==> src/rtl/ram_responder_pkg.sv <==
// Shared sizing constants and FSM encoding for the RAM responder.
package ram_responder_pkg;

    localparam int RAM_DW    = 16;
    localparam int RAM_AW    = 6;
    localparam int RAM_DEPTH = 2 ** RAM_AW;

    typedef enum logic {
        ST_CLEAR = 1'b0,
        ST_SERVE = 1'b1
    } state_e;

endpackage

==> src/rtl/ram_responder_if.sv <==
// Processor/loader bus of the RAM responder. The processor and loader side
// uses master. The RAM side uses slave.
interface ram_responder_if
    import ram_responder_pkg::*;
#(
    parameter int DW = RAM_DW,
    parameter int AW = RAM_AW
);
    logic [15:0]   Daddress;
    logic [DW-1:0] Dout;
    logic          W;
    logic [DW-1:0] RData;
    logic          LoadEn;
    logic [AW-1:0] LoadAddr;
    logic [DW-1:0] LoadData;
    logic          Ready;
    logic          Overrun;
    logic          AddrErr;

    modport master (
        output Daddress, Dout, W, LoadEn, LoadAddr, LoadData,
        input  RData, Ready, Overrun, AddrErr
    );

    modport slave (
        input  Daddress, Dout, W, LoadEn, LoadAddr, LoadData,
        output RData, Ready, Overrun, AddrErr
    );
endinterface

==> src/rtl/ram_responder_array.sv <==
// Storage array with one synchronous write port and one asynchronous read
// port. It has no reset. Contents are zeroed only by the responder's clear
// sweep.
module ram_sp_array
    import ram_responder_pkg::*;
#(
    parameter int DW = RAM_DW,
    parameter int AW = RAM_AW
) (
    input  logic          clk_i,
    input  logic          we_i,
    input  logic [AW-1:0] waddr_i,
    input  logic [DW-1:0] wdata_i,
    input  logic [AW-1:0] raddr_i,
    output logic [DW-1:0] rdata_o
);
    logic [DW-1:0] mem_q [2**AW];

    // Single write port. At most one word is updated per cycle.
    always_ff @(posedge clk_i) begin
        if (we_i) begin
            mem_q[waddr_i] <= wdata_i;
        end
    end

    assign rdata_o = mem_q[raddr_i];
endmodule

==> src/rtl/ram_responder.sv <==
// RAM responder. It runs a clear sweep after reset, then services the
// processor and the program loader. A one-entry pending buffer holds a
// processor write when the loader takes the write port.
//
//   state    | meaning
//   ---------+-------------------------------------------------------
//   ST_CLEAR | zeroing word[cnt] each cycle; accesses ignored, Ready=0
//   ST_SERVE | normal service until reset, Ready=1
module ram_responder
    import ram_responder_pkg::*;
#(
    parameter int DW = RAM_DW,
    parameter int AW = RAM_AW
) (
    input  logic           Clock,
    input  logic           Reset,
    ram_responder_if.slave bus
);
    localparam int            DEPTH    = 2 ** AW;
    localparam logic [AW-1:0] LAST_IDX = AW'(DEPTH - 1);

    state_e        state_q, state_d;
    logic [AW-1:0] cnt_q, cnt_d;
    logic          pend_valid_q, pend_valid_d;
    logic [AW-1:0] pend_addr_q, pend_addr_d;
    logic [DW-1:0] pend_data_q, pend_data_d;
    logic [DW-1:0] rdata_q, rdata_d;
    logic          overrun_q, overrun_d;
    logic          addr_err_q, addr_err_d;

    logic          arr_we;
    logic [AW-1:0] arr_waddr;
    logic [DW-1:0] arr_wdata;
    logic [DW-1:0] arr_rdata;
    logic [AW-1:0] acc_idx;
    logic          in_range;
    logic          w_ok;

    // The same address serves the read and the processor write.
    assign acc_idx  = bus.Daddress[AW-1:0];
    assign in_range = (bus.Daddress[15:AW] == '0);

    ram_sp_array #(.DW(DW), .AW(AW)) u_array (
        .clk_i   (Clock),
        .we_i    (arr_we),
        .waddr_i (arr_waddr),
        .wdata_i (arr_wdata),
        .raddr_i (acc_idx),
        .rdata_o (arr_rdata)
    );

    // Next state, write-port arbitration, pending buffer, flags and read value.
    always_comb begin
        state_d      = state_q;
        cnt_d        = cnt_q;
        pend_valid_d = pend_valid_q;
        pend_addr_d  = pend_addr_q;
        pend_data_d  = pend_data_q;
        overrun_d    = overrun_q;
        addr_err_d   = addr_err_q;
        rdata_d      = '0;
        arr_we       = 1'b0;
        arr_waddr    = cnt_q;
        arr_wdata    = '0;
        w_ok         = 1'b0;

        case (state_q)
            ST_CLEAR: begin
                arr_we       = 1'b1;
                cnt_d        = cnt_q + AW'(1);
                pend_valid_d = 1'b0;
                if (cnt_q == LAST_IDX) begin
                    state_d = ST_SERVE;
                end
            end
            ST_SERVE: begin
                w_ok = bus.W && in_range;
                if (bus.W && !in_range) begin
                    addr_err_d = 1'b1;
                end

                // Loader owns the port. A pending entry drains when the loader is idle.
                if (bus.LoadEn) begin
                    arr_we    = 1'b1;
                    arr_waddr = bus.LoadAddr;
                    arr_wdata = bus.LoadData;
                    if (w_ok) begin
                        if (pend_valid_q) begin
                            overrun_d = 1'b1;
                        end else begin
                            pend_valid_d = 1'b1;
                            pend_addr_d  = acc_idx;
                            pend_data_d  = bus.Dout;
                        end
                    end
                end else if (pend_valid_q) begin
                    arr_we       = 1'b1;
                    arr_waddr    = pend_addr_q;
                    arr_wdata    = pend_data_q;
                    pend_valid_d = w_ok;
                    if (w_ok) begin
                        pend_addr_d = acc_idx;
                        pend_data_d = bus.Dout;
                    end
                end else if (w_ok) begin
                    arr_we    = 1'b1;
                    arr_waddr = acc_idx;
                    arr_wdata = bus.Dout;
                end

                // Write-first read, newest source first. An accepted processor
                // write has the same address as the read, so it always wins.
                // After that comes the pending entry, then the loader, then the array.
                if (!in_range) begin
                    rdata_d = '0;
                end else if (w_ok && !(bus.LoadEn && pend_valid_q)) begin
                    rdata_d = bus.Dout;
                end else if (pend_valid_q && (pend_addr_q == acc_idx)) begin
                    rdata_d = pend_data_q;
                end else if (bus.LoadEn && (bus.LoadAddr == acc_idx)) begin
                    rdata_d = bus.LoadData;
                end else begin
                    rdata_d = arr_rdata;
                end
            end
            default: ;
        endcase
    end

    // State registers with synchronous reset.
    always_ff @(posedge Clock) begin
        if (Reset) begin
            state_q      <= ST_CLEAR;
            cnt_q        <= '0;
            pend_valid_q <= 1'b0;
            pend_addr_q  <= '0;
            pend_data_q  <= '0;
            rdata_q      <= '0;
            overrun_q    <= 1'b0;
            addr_err_q   <= 1'b0;
        end else begin
            state_q      <= state_d;
            cnt_q        <= cnt_d;
            pend_valid_q <= pend_valid_d;
            pend_addr_q  <= pend_addr_d;
            pend_data_q  <= pend_data_d;
            rdata_q      <= rdata_d;
            overrun_q    <= overrun_d;
            addr_err_q   <= addr_err_d;
        end
    end

    assign bus.RData   = rdata_q;
    assign bus.Ready   = (state_q == ST_SERVE);
    assign bus.Overrun = overrun_q;
    assign bus.AddrErr = addr_err_q;
endmodule

==> src/flat_wrapper.sv <==
// flat-port wrapper written by rule: the top's interface ports become plain ports
module ram_responder_flat import ram_responder_pkg::*;
#(
    parameter int DW = RAM_DW,
    parameter int AW = RAM_AW
)
  (Clock, Reset, bus_Daddress, bus_Dout, bus_W, bus_LoadEn, bus_LoadAddr, bus_LoadData, bus_RData, bus_Ready, bus_Overrun, bus_AddrErr);
  ram_responder_if #(.DW(DW), .AW(AW)) bus_i ();
  input  logic Clock;
  input  logic Reset;
  input wire logic [$bits(bus_i.Daddress)-1:0] bus_Daddress;
  input wire logic [$bits(bus_i.Dout)-1:0] bus_Dout;
  input wire logic [$bits(bus_i.W)-1:0] bus_W;
  input wire logic [$bits(bus_i.LoadEn)-1:0] bus_LoadEn;
  input wire logic [$bits(bus_i.LoadAddr)-1:0] bus_LoadAddr;
  input wire logic [$bits(bus_i.LoadData)-1:0] bus_LoadData;
  output wire logic [$bits(bus_i.RData)-1:0] bus_RData;
  output wire logic [$bits(bus_i.Ready)-1:0] bus_Ready;
  output wire logic [$bits(bus_i.Overrun)-1:0] bus_Overrun;
  output wire logic [$bits(bus_i.AddrErr)-1:0] bus_AddrErr;
  assign bus_i.Daddress = bus_Daddress;
  assign bus_i.Dout = bus_Dout;
  assign bus_i.W = bus_W;
  assign bus_i.LoadEn = bus_LoadEn;
  assign bus_i.LoadAddr = bus_LoadAddr;
  assign bus_i.LoadData = bus_LoadData;
  assign bus_RData = bus_i.RData;
  assign bus_Ready = bus_i.Ready;
  assign bus_Overrun = bus_i.Overrun;
  assign bus_AddrErr = bus_i.AddrErr;
  ram_responder #(.DW(DW), .AW(AW)) u_core (.Clock(Clock), .Reset(Reset), .bus(bus_i));
endmodule
==> config.mk <==
export PLATFORM = sky130hd
export DESIGN_NAME = ram_responder_flat
export DESIGN_NICKNAME = d
export VERILOG_FILES = /design/src/rtl/ram_responder_pkg.sv /design/src/rtl/ram_responder_if.sv /design/src/rtl/ram_responder_array.sv /design/src/rtl/ram_responder.sv /design/src/flat_wrapper.sv
export SDC_FILE = /design/constraint.sdc
export NUM_CORES = 1
export LEC_CHECK = 0
export CAP_MARGIN = 0
export CORE_ASPECT_RATIO = 2
export CORE_MARGIN = 10
export CORE_UTILIZATION = 55
export CTS_CLUSTER_DIAMETER = 30
export DETAILED_ROUTE_END_ITERATION = 10
export GPL_TIMING_DRIVEN = 0
export PLACE_DENSITY = 0.77
export SYNTH_ARGS = -nofsm -noshare
export SYNTH_HDL_FRONTEND = slang
export SYNTH_SLANG_ARGS = --single-unit
==> constraint.sdc <==
create_clock -name Clock -period 10.6 [get_ports Clock]
set_clock_uncertainty 0.1 [all_clocks]
set_input_delay 2.12 -clock Clock [delete_from_list [all_inputs] [get_ports Clock]]
set_output_delay 2.12 -clock Clock [all_outputs]
set_load 0.03 [all_outputs]
==> PnR_summary.wiki <==
{| class="wikitable"
! Metric !! Value
|-
| Run status || finished, violations left
|-
| Violations in the final reports || max-capacitance violations, max-slew violations
|-
| Yosys warning count || 0
|-
| Root Buffer Master || clkbuf_16
|-
| Final setup vio count || 0
|-
| Filler cell count in the final layout || between 5000 and 6000
|-
| Cell mode on critical path || clkbuf_1
|-
| Maximum buffer depth of the clock tree || 3
|-
| Count of clock tree sinks || about 1100
|-
| Top fanout value on the critical path || 10
|-
| Hold Vio Cnt, Final || 0
|-
| Worst setup path endpoint || u_core.bus.RData[4]
|-
| Final worst-path cycle share || 58.85%
|-
| Std cell rows || 145
|-
| CP max stage delay || 1.07 ns
|-
| Final wirelength || roughly 130000 um
|-
| Post-synth design cell area || between 0.04 and 0.05 mm2
|-
| Worst setup path startpoint || bus_Daddress[5]
|-
| Post-Route Setup TNS || 0 ns
|-
| Average routed wire per standard cell || 35.92 um
|-
| Worst skew pair latency || 0.73 ns
|-
| First-pass GRT wire length || between 150000 and 200000 um
|-
| Leakage power figure || 17.56 nW
|-
| Total power density per cell area || 177.8 mW/mm2
|-
| Min Tclk post-route || 6.238 ns
|-
| Remaining design rule violation count || 0
|-
| EDFF count, synth || 1024
|-
| Worst reg2reg path startpoint || u_core.pend_valid_q
|-
| Net Count, Synth || ~2300
|-
| Number of global-route vias before repair || approximately 25000
|-
| Reg2reg setup slack || 6.59 ns
|-
| Overall track demand over capacity in global routing || 28.78%
|-
| Class of the most critical setup path || primary input to register
|-
| Most common cell after layout, fill and taps aside || edfxtp_1
|-
| TritonCTS clock tree || yes
|-
| PortBufs || 70
|-
| End-of-flow core utilization || 64.61%
|-
| Area grow syn2layout || 16.90%
|-
| Top Ports || 77
|-
| Final weighted congestion in routability-driven placement || 1.052
|-
| Avg Vias per Cell || approximately 6.6
|-
| Chip width || 218.0 um
|-
| Half-perimeter wire length after placement || 91930 um
|-
| Clock buffer count from CTS || 107
|-
| Number of nets in the final layout || 2543
|-
| Commonest non-fill, non-tap cells in the layout || 1024 x edfxtp_1, 224 x mux4_2, 156 x mux2i_1
|-
| Initial Utilization || between 50 and 60%
|-
| CP required || between 10 and 15 ns
|-
| Setup repair after global routing missed its margin || false
|-
| Number of standard cells after synthesis || 2222
|-
| Worst-path clk slew || 0.06 ns
|-
| Slowest library cell on the worst path || a2111oi_1
|-
| Maximum level of the CTS H-tree || 3
|-
| Max IR drop VDD || 0.1230 mV
|-
| Critical path's top delay family || compound AO/OA/AOI/OAI gates
|-
| Worst path depth || 8
|-
| Floorplan die height || 416.0 um
|-
| PostCTS Resize Cnt || 0
|-
| FF-to-FF path depth || 8
|-
| Synth Register Bits || 1072
|-
| Number of hold buffers added after cts || 0
|-
| Antenna violations before repair || 5
|-
| Count of different cell masters after synthesis || 84
|-
| Iteration-0 DRC count of the detailed router || 2674
|-
| Cell-by-cell trace of the critical path || clkdlybuf4s50_1 -> clkbuf_1 -> nor2_1 -> clkbuf_1 -> a22oi_1 -> and3_1 -> a2111oi_0 -> a2111oi_1
|-
| Max-cap viol count || 1
|-
| Overall die area || 0.09068 mm2
|-
| Data arrival time of the worst path || 6.64 ns
|-
| Final max-slew violation count || 2
|-
| Global-route congestion overflow total || 0
|-
| Worst max-slew margin expressed relative to the limit || -1.261%
|-
| Post-Syn Area per Cell || between 15 and 20 um2
|-
| Core Box Area || about 0.078 mm2
|-
| Fraction of layout cells with a size suffix above 1 || roughly 28%
|-
| Number of vias in the routed layout || 23882
|-
| CP Capture Type || register
|-
| Proportion of synthesized chip area in sequential cells || 73.54%
|-
| Post-CTS Repair Setup Buffers || 0
|-
| Launching element type of the critical path || primary input
|-
| Fmax || approximately 160 MHz
|-
| Ys flop type || edfxtp_1
|-
| Worst min-delay path class || register to register
|-
| Slew @ Worst Pin || about 1.5 ns
|-
| Iteration count of the initial detailed-routing pass || 6
|-
| Endpoint of the lowest-slack register-to-register path || u_core.u_array.mem_q[54][8]
|-
| Largest net degree at the start of global routing || 45
|-
| Number of buffers and inverters on the critical path || 3
|-
| Antenna viol nets, final || 0
|-
| Async SR Flop Fraction || 0%
|}
-- state kept, by name (all words and copies together) (netlist names) --
signal and cells:
u_core.u_array.mem_q 1024, u_core.bus.RData 16, u_core.pend_data_q 16, u_core.cnt_q 6, u_core.pend_addr_q 6, u_core.bus.AddrErr 1
u_core.bus.Overrun 1, u_core.bus.Ready 1, u_core.pend_valid_q 1
-- kinds of logic after synthesis --
| family | synth area share [%] |
|---|---|
| muxes | 15.63 |
| AOI/OAI and AO/OA | 4.205 |
| DFF | 73.54 |
| xor gates and xnor gates | 0.3250 |
| adders and majority gates | 0.05223 |
| buffers and inverters | 2.072 |
| and+or+nand+nor | 4.170 |
-- per-layer routing --
layer  wire length (um)  global-route usage (%)  up-vias  share of wire (%)
met5                 31                       0        -              0.024
met3              10530                   6.193      411                8.1
met4              11510                   22.01        4                8.9
met1              41620                   31.61    12349                 32
met2              65820                   48.00     1443                 51
li1                   -                       -     9675                  -
-- worst min path at each step --
stage	end	cells past startpoint	slack (ns)	startpoint
4_1_cts	u_core.pend_data_q[4]	2	0.39	u_core.pend_data_q[4]
6_report	u_core.pend_data_q[4]	2	0.40	u_core.pend_data_q[4]
5_1_grt	u_core.pend_data_q[4]	2	0.41	u_core.pend_data_q[4]
3_3_place_gp	u_core.pend_data_q[14]	2	0.38	u_core.pend_data_q[14]
3_5_place_dp	u_core.pend_data_q[4]	2	0.38	u_core.pend_data_q[4]
2_1_floorplan	u_core.pend_data_q[0]	2	0.36	u_core.pend_data_q[0]
-- cell usage after synthesis (all sizes together) (7+ instances only) --
cell type  instances  area share, %
nand2            125            1.1
or2                7           0.10
nor2b              9           0.15
clkbuf            37           0.33
xnor2             12           0.24
and4              13           0.26
a22oi             70            1.2
mux4             224             12
mux2i            156            3.6
dfxtp             48            2.2
a211oi             9           0.17
and3              10           0.15
o22ai             22           0.32
nand2b             8           0.12
and2              19           0.28
inv                7          0.061
mux2              12           0.31
a21oi             44           0.54
nand3             20           0.24
a2111oi           28           0.72
nor3              46           0.65
edfxtp          1024             71
buf               99            1.7
o21ai             58           0.68
nor2              52           0.45
nor4b             10           0.20
-- area by class of cell --
type | instances | area, um2 | area share, %
antenna | 1 | 2.502 | 0.004965
buffer | 136 | 867.1 | 1.720
clock buffer | 117 | 2736 | 5.429
clock inverter | 84 | 928.4 | 1.842
inverter | 7 | 26.28 | 0.05213
multi-input combinational | 1007 | 10820 | 21.46
sequential | 1072 | 31710 | 62.91
tap | 1029 | 1287 | 2.554
timing repair buffer | 153 | 2029 | 4.026
-- tightest hold or removal path, stage by stage, from the launching register on --
cell     delay (ns)
dfxtp_1        0.34
nand2_1        0.06
a21oi_1        0.05
-- per-stage QoR --
stage	hold WS (ns)	setup slack (ns)	instance area (um2)	total power (W)	std cells
floorplan	0.3605	5.231	43120	0.004945	2222
global placement	0.3804	2.609	45110	0.005124	3321
detailed placement	0.3832	4.122	46730	0.005143	3404
CTS	0.3899	4.872	50400	0.008976	3605
global route	0.4091	4.413	50400	0.009170	3605
finish	0.3992	4.362	50400	0.008962	3606
-- power breakdown --
| part | internal [W] | switching [W] |
|---|---|---|
| Combinational | 0.000174 | 0.000294 |
| Sequential | 0.00459 | 0.00000798 |
| Clock | 0.00216 | 0.00174 |
| Total | 0.00692 | 0.00204 |
No activity file was read; power rests on OpenSTA's default activity.
